==> config.mk <==
export PLATFORM = sky130hd
export DESIGN_NAME = renode_axi_burst_splitter
export DESIGN_NICKNAME = d
export VERILOG_FILES = /design/src/rtl/renode_axi_burst_splitter.sv
export SDC_FILE = /design/constraint.sdc
export NUM_CORES = 1
export LEC_CHECK = 0
export CAP_MARGIN = 20
export CORE_MARGIN = 2
export CORE_UTILIZATION = 40
export CTS_CLUSTER_DIAMETER = 60
export DETAILED_ROUTE_END_ITERATION = 8
export PLACE_DENSITY = 0.83
export SKIP_CTS_REPAIR_TIMING = 1
export SLEW_MARGIN = 20
export SYNTH_ARGS = -nofsm -noshare
export SYNTH_HDL_FRONTEND = slang
export SYNTH_SLANG_ARGS = --single-unit
export TNS_END_PERCENT = 50
==> constraint.sdc <==
create_clock -name clk -period 6.1 [get_ports clk]
set_clock_uncertainty 0.2 [all_clocks]
set_input_delay 0.61 -clock clk [delete_from_list [all_inputs] [get_ports clk]]
set_output_delay 0.61 -clock clk [all_outputs]
set_load 0.1 [all_outputs]
==> src/rtl/renode_axi_burst_splitter.sv <==
// AXI4 burst splitter: turns any AR/AW burst into single-beat aligned INCR
// transactions toward the subordinate and reassembles one legal upstream burst.
module renode_axi_burst_splitter #(
  parameter int AddressWidth       = 32,
  parameter int DataWidth          = 32,
  parameter int TransactionIdWidth = 8
) (
  input  logic                          clk,
  input  logic                          areset_n,
  input  logic                          s_arvalid,
  input  logic [TransactionIdWidth-1:0] s_arid,
  input  logic [AddressWidth-1:0]       s_araddr,
  input  logic [7:0]                    s_arlen,
  input  logic [2:0]                    s_arsize,
  input  logic [1:0]                    s_arburst,
  output logic                          s_arready,
  output logic                          s_rvalid,
  output logic [TransactionIdWidth-1:0] s_rid,
  output logic [DataWidth-1:0]          s_rdata,
  output logic [1:0]                    s_rresp,
  output logic                          s_rlast,
  input  logic                          s_rready,
  input  logic                          s_awvalid,
  input  logic [TransactionIdWidth-1:0] s_awid,
  input  logic [AddressWidth-1:0]       s_awaddr,
  input  logic [7:0]                    s_awlen,
  input  logic [2:0]                    s_awsize,
  input  logic [1:0]                    s_awburst,
  output logic                          s_awready,
  input  logic                          s_wvalid,
  input  logic [DataWidth-1:0]          s_wdata,
  input  logic [DataWidth/8-1:0]        s_wstrb,
  input  logic                          s_wlast,
  output logic                          s_wready,
  output logic                          s_bvalid,
  output logic [TransactionIdWidth-1:0] s_bid,
  output logic [1:0]                    s_bresp,
  input  logic                          s_bready,
  output logic                          m_arvalid,
  output logic [TransactionIdWidth-1:0] m_arid,
  output logic [AddressWidth-1:0]       m_araddr,
  output logic [7:0]                    m_arlen,
  output logic [2:0]                    m_arsize,
  output logic [1:0]                    m_arburst,
  input  logic                          m_arready,
  input  logic                          m_rvalid,
  input  logic [TransactionIdWidth-1:0] m_rid,
  input  logic [DataWidth-1:0]          m_rdata,
  input  logic [1:0]                    m_rresp,
  input  logic                          m_rlast,
  output logic                          m_rready,
  output logic                          m_awvalid,
  output logic [TransactionIdWidth-1:0] m_awid,
  output logic [AddressWidth-1:0]       m_awaddr,
  output logic [7:0]                    m_awlen,
  output logic [2:0]                    m_awsize,
  output logic [1:0]                    m_awburst,
  input  logic                          m_awready,
  output logic                          m_wvalid,
  output logic [DataWidth-1:0]          m_wdata,
  output logic [DataWidth/8-1:0]        m_wstrb,
  output logic                          m_wlast,
  input  logic                          m_wready,
  input  logic                          m_bvalid,
  input  logic [TransactionIdWidth-1:0] m_bid,
  input  logic [1:0]                    m_bresp,
  output logic                          m_bready
);
  localparam int AW = AddressWidth;
  localparam logic [2:0] MaxSize = 3'($clog2(DataWidth / 8));
  localparam logic [1:0] SLVERR = 2'b10;

  typedef enum logic [1:0] {R_IDLE, R_ADDR, R_DATA, R_ERR} r_state_t;
  typedef enum logic [2:0] {
    W_IDLE, W_ADDR, W_DATA, W_RESP, W_BRESP, W_ERR
  } w_state_t;

  function automatic logic [AW-1:0] align(
    input logic [AW-1:0] a, input logic [2:0] sz);
    return a & ~((AW'(1) << sz) - AW'(1));
  endfunction

  function automatic logic [AW-1:0] next_addr(
    input logic [AW-1:0] cur, input logic [2:0] sz,
    input logic [7:0] ln, input logic [1:0] bt);
    logic [AW-1:0] bytes, wmask;
    bytes = AW'(1) << sz;
    wmask = ((AW'(ln) + AW'(1)) << sz) - AW'(1);
    unique case (bt)
      2'b00:   return cur;
      2'b10:   return (cur & ~wmask) | ((cur + bytes) & wmask);
      default: return cur + bytes;
    endcase
  endfunction

  function automatic logic illegal(
    input logic [1:0] bt, input logic [7:0] ln, input logic [2:0] sz);
    logic wrap_ok;
    wrap_ok = ln == 8'd1 || ln == 8'd3 || ln == 8'd7 || ln == 8'd15;
    return bt == 2'b11 || (bt == 2'b10 && !wrap_ok) || sz > MaxSize;
  endfunction

  // DECERR outranks SLVERR; OKAY and EXOKAY never displace anything.
  function automatic logic [1:0] worst(
    input logic [1:0] a, input logic [1:0] b);
    return (b[1] && (b > a || !a[1])) ? b : a;
  endfunction

  r_state_t r_state;
  w_state_t w_state;
  logic [7:0] r_len, r_cnt, w_len, w_cnt;
  logic [1:0] r_burst, w_burst, w_resp;
  logic r_last, w_last, unused_ok;

  assign r_last = r_cnt == r_len;
  assign w_last = w_cnt == w_len;
  assign unused_ok = ^{m_rid, m_rlast, m_bid};

  assign m_arlen   = 8'd0;
  assign m_arburst = 2'b01;
  assign m_awlen   = 8'd0;
  assign m_awburst = 2'b01;

  always_ff @(posedge clk or negedge areset_n) begin
    if (!areset_n) begin
      r_state   <= R_IDLE;
      s_arready <= 1'b0;
      m_arvalid <= 1'b0;
      m_arid    <= '0;
      m_araddr  <= '0;
      m_arsize  <= '0;
      r_len     <= '0;
      r_burst   <= '0;
      r_cnt     <= '0;
    end else begin
      unique case (r_state)
        R_IDLE: begin
          s_arready <= 1'b1;
          if (s_arready && s_arvalid) begin
            s_arready <= 1'b0;
            m_arid    <= s_arid;
            m_arsize  <= s_arsize;
            r_len     <= s_arlen;
            r_burst   <= s_arburst;
            r_cnt     <= '0;
            m_araddr  <= align(s_araddr, s_arsize);
            if (illegal(s_arburst, s_arlen, s_arsize)) begin
              r_state <= R_ERR;
            end else begin
              m_arvalid <= 1'b1;
              r_state   <= R_ADDR;
            end
          end
        end
        R_ADDR: if (m_arready) begin
          m_arvalid <= 1'b0;
          r_state   <= R_DATA;
        end
        R_DATA: if (m_rvalid && s_rready) begin
          if (r_last) begin
            r_state <= R_IDLE;
          end else begin
            r_cnt     <= r_cnt + 8'd1;
            m_araddr  <= next_addr(m_araddr, m_arsize, r_len, r_burst);
            m_arvalid <= 1'b1;
            r_state   <= R_ADDR;
          end
        end
        R_ERR: if (s_rready) begin
          if (r_last) r_state <= R_IDLE;
          else r_cnt <= r_cnt + 8'd1;
        end
        default: r_state <= R_IDLE;
      endcase
    end
  end

  assign s_rvalid = (r_state == R_DATA) ? m_rvalid : (r_state == R_ERR);
  assign m_rready = (r_state == R_DATA) && s_rready;
  assign s_rdata  = (r_state == R_DATA) ? m_rdata : '0;
  assign s_rresp  = (r_state == R_DATA) ? m_rresp
                  : (r_state == R_ERR) ? SLVERR : 2'b00;
  assign s_rlast  = (r_state == R_DATA || r_state == R_ERR) && r_last;
  assign s_rid    = (r_state == R_DATA || r_state == R_ERR) ? m_arid : '0;

  always_ff @(posedge clk or negedge areset_n) begin
    if (!areset_n) begin
      w_state   <= W_IDLE;
      s_awready <= 1'b0;
      m_awvalid <= 1'b0;
      m_awid    <= '0;
      m_awaddr  <= '0;
      m_awsize  <= '0;
      w_len     <= '0;
      w_burst   <= '0;
      w_cnt     <= '0;
      w_resp    <= '0;
    end else begin
      unique case (w_state)
        W_IDLE: begin
          s_awready <= 1'b1;
          if (s_awready && s_awvalid) begin
            s_awready <= 1'b0;
            m_awid    <= s_awid;
            m_awsize  <= s_awsize;
            w_len     <= s_awlen;
            w_burst   <= s_awburst;
            w_cnt     <= '0;
            w_resp    <= 2'b00;
            m_awaddr  <= align(s_awaddr, s_awsize);
            if (illegal(s_awburst, s_awlen, s_awsize)) begin
              w_state <= W_ERR;
            end else begin
              m_awvalid <= 1'b1;
              w_state   <= W_ADDR;
            end
          end
        end
        W_ADDR: if (m_awready) begin
          m_awvalid <= 1'b0;
          w_state   <= W_DATA;
        end
        W_DATA: if (s_wvalid && m_wready) begin
          if (s_wlast != w_last) w_resp <= worst(w_resp, SLVERR);
          w_state <= W_RESP;
        end
        W_RESP: if (m_bvalid) begin
          w_resp <= worst(w_resp, m_bresp);
          if (w_last) begin
            w_state <= W_BRESP;
          end else begin
            w_cnt     <= w_cnt + 8'd1;
            m_awaddr  <= next_addr(m_awaddr, m_awsize, w_len, w_burst);
            m_awvalid <= 1'b1;
            w_state   <= W_ADDR;
          end
        end
        W_BRESP: if (s_bready) w_state <= W_IDLE;
        W_ERR: if (s_wvalid) begin
          if (w_last) begin
            w_resp  <= SLVERR;
            w_state <= W_BRESP;
          end else begin
            w_cnt <= w_cnt + 8'd1;
          end
        end
        default: w_state <= W_IDLE;
      endcase
    end
  end

  assign m_wvalid = (w_state == W_DATA) && s_wvalid;
  assign s_wready = (w_state == W_DATA) ? m_wready : (w_state == W_ERR);
  assign m_wdata  = (w_state == W_DATA) ? s_wdata : '0;
  assign m_wstrb  = (w_state == W_DATA) ? s_wstrb : '0;
  assign m_wlast  = (w_state == W_DATA);
  assign m_bready = (w_state == W_RESP);
  assign s_bvalid = (w_state == W_BRESP);
  assign s_bid    = (w_state == W_BRESP) ? m_awid : '0;
  assign s_bresp  = (w_state == W_BRESP) ? w_resp : 2'b00;

endmodule

==> results of run 1 <==
[logic make-up (layout without fill, tap and decap cells)]
logic type,Yosys count,in the layout,share of synthesized area
AND/OR/NAND/NOR,693,693,0.2952
AO/OA/AOI/OAI,458,458,0.2535
buffers and inverters,170,469,0.06295
flip-flops,133,133,0.2754
XOR/XNOR,65,65,0.04711
multiplexers,33,33,0.03085
adder cells (fa/ha/maj),32,32,0.03437
other,2,20,0.0006214
[routing by layer]
layer	global-route usage	part of all wire	vias to the layer above
li1	-	-	6352
met1	0.3182	0.37	6427
met2	0.4782	0.49	784
met3	0.06748	0.093	112
met4	0.1332	0.043	2
met5	0	0.00031	-
[worst max-delay path, cell delays in order (launching register included)]
cell and delay (ns):
dfrtp_1 0.65, ha_1 0.59, nand3_2 0.20, xor2_1 0.40, a221oi_1 0.17, a221oi_1 0.59
nand3_1 0.39, or3_1 0.65, nor3_1 0.27, ha_1 0.28, a31oi_1 0.16, mux2_2 0.35
[synthesized netlist by cell type (11+ instances only)]
master    count  area (µm²)
ha_1         30       375.4
nand3b_1     12       90.09
a211oi_1     26       195.2
inv_1        39       146.4
and3_1       17       106.4
nand2_1     184       690.7
dfrtp_1     133        3328
nand2b_1     21       131.4
a21oi_1     102       510.5
nand4_1      19       118.9
xnor2_1      45       394.1
xor2_1       20       175.2
nor3_1       32       160.2
buf_4        22       165.2
a22o_1       11       96.34
mux2_2       24       270.3
o31ai_1      14       105.1
nor2b_1      23       143.9
or3_1        15       93.84
and2_1      103       644.4
o22ai_1      14       87.58
clkbuf_1     83       311.6
o21ai_0     106       530.5
nand3_1      74       370.4
buf_2        14       70.07
nor2_1      121       454.2
a31oi_1      29       181.4
nor4_1       18       112.6
a21o_1       15       112.6
[area by class of cell]
class / count / area, µm² / share of cell area
Clock inverter: 14 / 185.2 / 0.01116
Clock buffer: 18 / 439.2 / 0.02646
Sequential cell: 133 / 3328 / 0.2005
Multi-Input combinational cell: 1301 / 8092 / 0.4874
Inverter: 40 / 150.1 / 0.009045
Timing Repair Buffer: 397 / 3918 / 0.2360
Tap cell: 390 / 488.0 / 0.02940
[cells in the final DEF (no fill, tap or decap), types with 14 or more instances in the layout]
cell,count
nor2b_1,22
dfrtp_1,133
nor4_1,18
a31oi_1,29
a211oi_1,26
xor2_1,20
or3_1,15
nor3_1,30
o21ai_0,106
and2_1,103
o31ai_1,14
a21oi_1,102
ha_1,30
conb_1,20
and3_1,17
nand4_1,19
inv_1,39
nor2_1,119
mux2_2,24
nand2b_1,21
o22ai_1,14
buf_4,21
xnor2_1,45
clkdlybuf4s50_1,374
a21o_1,15
nand2_1,184
nand3_1,74
clkbuf_16,17
[final timing paths]
check / endpoint / slack (ns) / cells past startpoint
min in group clk: m_awid[4] / 0.31 / 2
worst min register to register: m_awid[4] / 0.31 / 2
worst min-delay path: m_arid[4] / 0.04 / 1
worst max register to register: register / 1.08 / 11
worst max-delay path: register / 1.08 / 11
max in group asynchronous: asynchronous set/reset pin / 4.41 / 2
[through the flow]
stage               hold slack (ns)  cells
floorplan                    0.1144   1604
global placement             0.2779   2261
detailed placement           0.2936   2261
CTS                         0.08958   2293
global route                0.09433   2293
finish                      0.04306   2293
==> impl_metrics.ini, run 1 <==
[worst_setup_path]
worst_setup_start_kind = register
worstSetupStartpoint = w_len[1]
worst_ep_required_time_ns = 6.21
critical_path_arrival_ns = 5.13
critical_path.max_fanout = 13
crit-reg2reg-launch = w_len[1]
criticalPathCategory = register to register
cp-end-kind = register

[routing]
drt_iter0_markers = 1058
routed_via_density = 5.965
antenna_left = 0
remaining_drc_errors = 0
dr.pass1.iters = 5
wire_per_inst_um = 19.44
vias = 13680
wirelength_mm = 44.59

[die]
core-area_mm2 = 0.02972
initial_core_util = 0.4067
dieArea_mm2 = 0.03162
ios = 414
placementRows = 63
die_height_um = 177.8
fp.dieW_um = 177.8

[sta]
setup-violations-final = 0
slew_viol_final = 0
final.period_utilization = 0.8233
period_needed_ns = 5.022
slew_headroom = 0.2634
setup_repair_after_global_routing_missed_its_margin = no
finalHoldViolations = 0
worst-slew-pin-transition_ns = 1.101
fmax_mhz = 199.1
totalNegativeSetupSlack_ns = 0
final.setup.worst_slack_ns = 1.078

[logic_synthesis]
synth-warning-count = 0
netlist_instances = 1586
syn_area_mm2 = 0.01209
synth-edff-count = 0
synth_area_per_cell_um2 = 7.620
synth.lib_cells_used.distinct = 92
synth.yosys.seq_area_share = 0.2754
synth_top_flop_cell = dfrtp_1
synthesized_flop_and_latch_total = 133
async_flop_share = 1.000

[cts]
cts_sinks = 133
clkTransAtPathRegs_ns = 0.07
tritoncts_clock_tree = done
clock_latency_ns = 0.42
clock_tree.buffer_depth = 2
h-tree-depth = 4
buffer_type_at_the_clock_tree_root = clkbuf_16
cts_made_buffers = 17

[final_layout]
finalCoreUtilization = 0.5586
final_nets = 2130
n_antenna_cell = 0
post_route_cells_drive_above_1_share = 0.05885
synthToLayoutAreaGrowth_pct = 37.35
fin_area_mm2 = 0.01660
fillers = 2682

[place]
detailed_place_hpwl_mm = 33.00
routability_driven_placement_congestion_ratio = 0.9677
buffer_ports.inserted = 376
place_ws_ns = 1.244
place_area_mm2 = 0.01598

[global_route]
grtUsageTotal = 0.2762
antenna_found_initial = 2
vias_in_the_first_global_route = 13270
gr-total-overflow = 0
grt_pass1_wl_mm = 69.55
grt_max_degree = 87

[min_path]
worst_hold_path_type = input pin to asynchronous set/reset pin

[flow_run]
maxCapViolCount = 0

[outcome]
outcome = completed
Power of run 1 is not shown: default switching activity piles up to over one toggle a cycle in this logic, so the estimate is an artifact.
==> run 2: changes to the inputs <==
- PLACE_DENSITY: 0.83 -> 0.86
- clock period: 6.1 -> 4.3 ns (I/O delays scaled with it)
==> run 2 against run 1 <==
  * Register-to-register slack got worse by 0.81 ns
  * Design area rose by 0.80%
  * Sequential share of layout area shrank 0.13 points
  * Die area did not move
  * Utilization grew 0.45 points
  * Via count rose by 1.4%
  * Global-route usage decreased by 0.61 points
  * Count of clock-buffer cells in the layout increased by 4
  * Hold slack improved by 0.26 ns
  * Critical path depth is 1 lower
  * Sequential cell count unchanged
  * Routed wire length decreased by 2.9%
==> impl_metrics.ini, run 2 (same netlist as run 1, synthesis figures left out) <==
[worst_setup_path]
timing.critical_path.slowest_stage_cell = dfrtp_4
worst_ep_required_time_ns = 4.42
path_cells = nand4b_1 -> a211oi_1 -> nor3_1 -> mux4_2 -> or3_1 -> or3_1 -> nor3_1 -> ha_1 -> a31oi_1 -> mux2_2
r2r_setup_slack_ns = 0.27
cp-end-kind = register
timing.critical_path.buf_inv = 0
crit-reg2reg-launch = m_awsize[0]
slowest_delay_ns = 0.64
worst_path_dominant_cell_family = simple AND/OR/NAND/NOR gates
worst_setup_start_kind = register
worstRegToRegCells = 10
critical_path_arrival_ns = 4.15
criticalPathCategory = register to register
critical_path.max_fanout = 37

[sta]
slew_viol_final = 0
fmax_mhz = 248.3
whs_ns = 0.3045
slew_headroom = 0.2706
period_needed_ns = 4.028
finalHoldViolations = 0
final.period_utilization = 0.9366
worst-slew-pin-transition_ns = 1.091
setup_repair_after_global_routing_missed_its_margin = no
setup-violations-final = 0

[cts]
cts_sinks = 133
clock_latency_ns = 0.43
cts_made_buffers = 17
buffer_type_at_the_clock_tree_root = clkbuf_16
clock_tree.buffer_depth = 2
h-tree-depth = 4
tritoncts_clock_tree = done
clkTransAtPathRegs_ns = 0.07

[outcome]
outcome = completed

[place]
routability_driven_placement_congestion_ratio = 0.9562
detailed_place_hpwl_mm = 32.63
place_area_mm2 = 0.01610
buffer_ports.inserted = 376

[global_route]
grt_use_met2 = 0.4819
grtUsageTotal = 0.2701
gr-total-overflow = 0
gr-usage-met1 = 0.3096
vias_in_the_first_global_route = 13350
grt_pass1_wl_mm = 68.64
grt_max_degree = 77
global_route.peak_usage_layer = met2
gr-usage-met3 = 0.05934
antenna_found_initial = 3

[routing]
drt_iter0_markers = 1148
vias = 13870
wire_per_inst_um = 18.51
remaining_drc_errors = 0
dr.pass1.iters = 5
wirelength_mm = 43.31
antenna_left = 0
routed_via_density = 5.925

[final_layout]
most_used_cells_in_the_layout_excluding_fill_and_tap_cells = clkdlybuf4s50_1, nand2_1, buf_4
fin_area_mm2 = 0.01673
mostFrequentLayoutCell = clkdlybuf4s50_1
synthToLayoutAreaGrowth_pct = 38.45
final_nets = 2174
post_route_cells_drive_above_1_share = 0.1238

[die]
initial_core_util = 0.4067
core-area_mm2 = 0.02972
fp.dieW_um = 177.8
die_height_um = 177.8
dieArea_mm2 = 0.03162
placementRows = 63
ios = 414

[min_path]
worst_hold_path_type = register to register
hold-path-cell-count = 2
worst_hold_path.endpoint = m_awid[6]
worstHoldStart = m_awid[6]

[flow_run]
maxCapViolCount = 0
[run 2: cell types whose count changed in the layout (fill, tap and decap cells not counted), sizes merged]
cell	delta
buf	+128
bufinv	-1
clkbuf	+4
clkdlybuf4s50	-85
clkinv	+4
diode	+3
dlygate4sd3	+1
inv	-7
[run 2: worst max path at each step]
stage,end,cells after the start,start
floorplan,register,11,m_awsize[1]
global placement,register,10,m_awsize[0]
detailed placement,register,14,m_awsize[0]
CTS,register,10,m_awsize[0]
global route,register,14,m_arsize[0]
finish,register,10,m_awsize[0]
[run 2: worst reg2reg max path, stage by stage, from the launching register on]
cell      delay [ns]
dfrtp_4         0.64
nand4b_1        0.28
a211oi_1        0.42
nor3_1          0.14
mux4_2          0.51
or3_1           0.36
or3_1           0.36
nor3_1          0.23
ha_1            0.28
a31oi_1         0.15
mux2_2          0.36
[run 2: final cells by class]
type / instances / area (µm²)
fillers: 2600 / 12990
repair buffers: 441 / 4053
clock inverters: 10 / 122.6
diodes: 3 / 7.507
flip-flops and latches: 133 / 3333
clock buffers: 22 / 484.2
well taps: 390 / 488.0
inverters: 40 / 150.1
multi-input cells: 1301 / 8094
[run 2: layer usage]
metal / up-vias / wire length [µm]
li1: 6431 / -
met1: 6509 / 16220
met2: 818 / 22020
met3: 107 / 3668
met4: 0 / 1405
met5: - / 0
[run 2: stage by stage]
stage / cells / utilization / TNS [ns] / setup slack, ns
final: 2340 / 0.5631 / 0 / 0.2725
after global routing: 2340 / 0.5631 / 0 / 0.005649
after CTS: 2336 / 0.5622 / 0 / 0.3129
after detailed placement: 2304 / 0.5418 / 0 / 0.3374
after global placement: 2304 / 0.5418 / 0 / 0.4332
after floorplan: 1604 / - / -0.001110 / -0.001110
Power of run 2 is left out for the same reason.
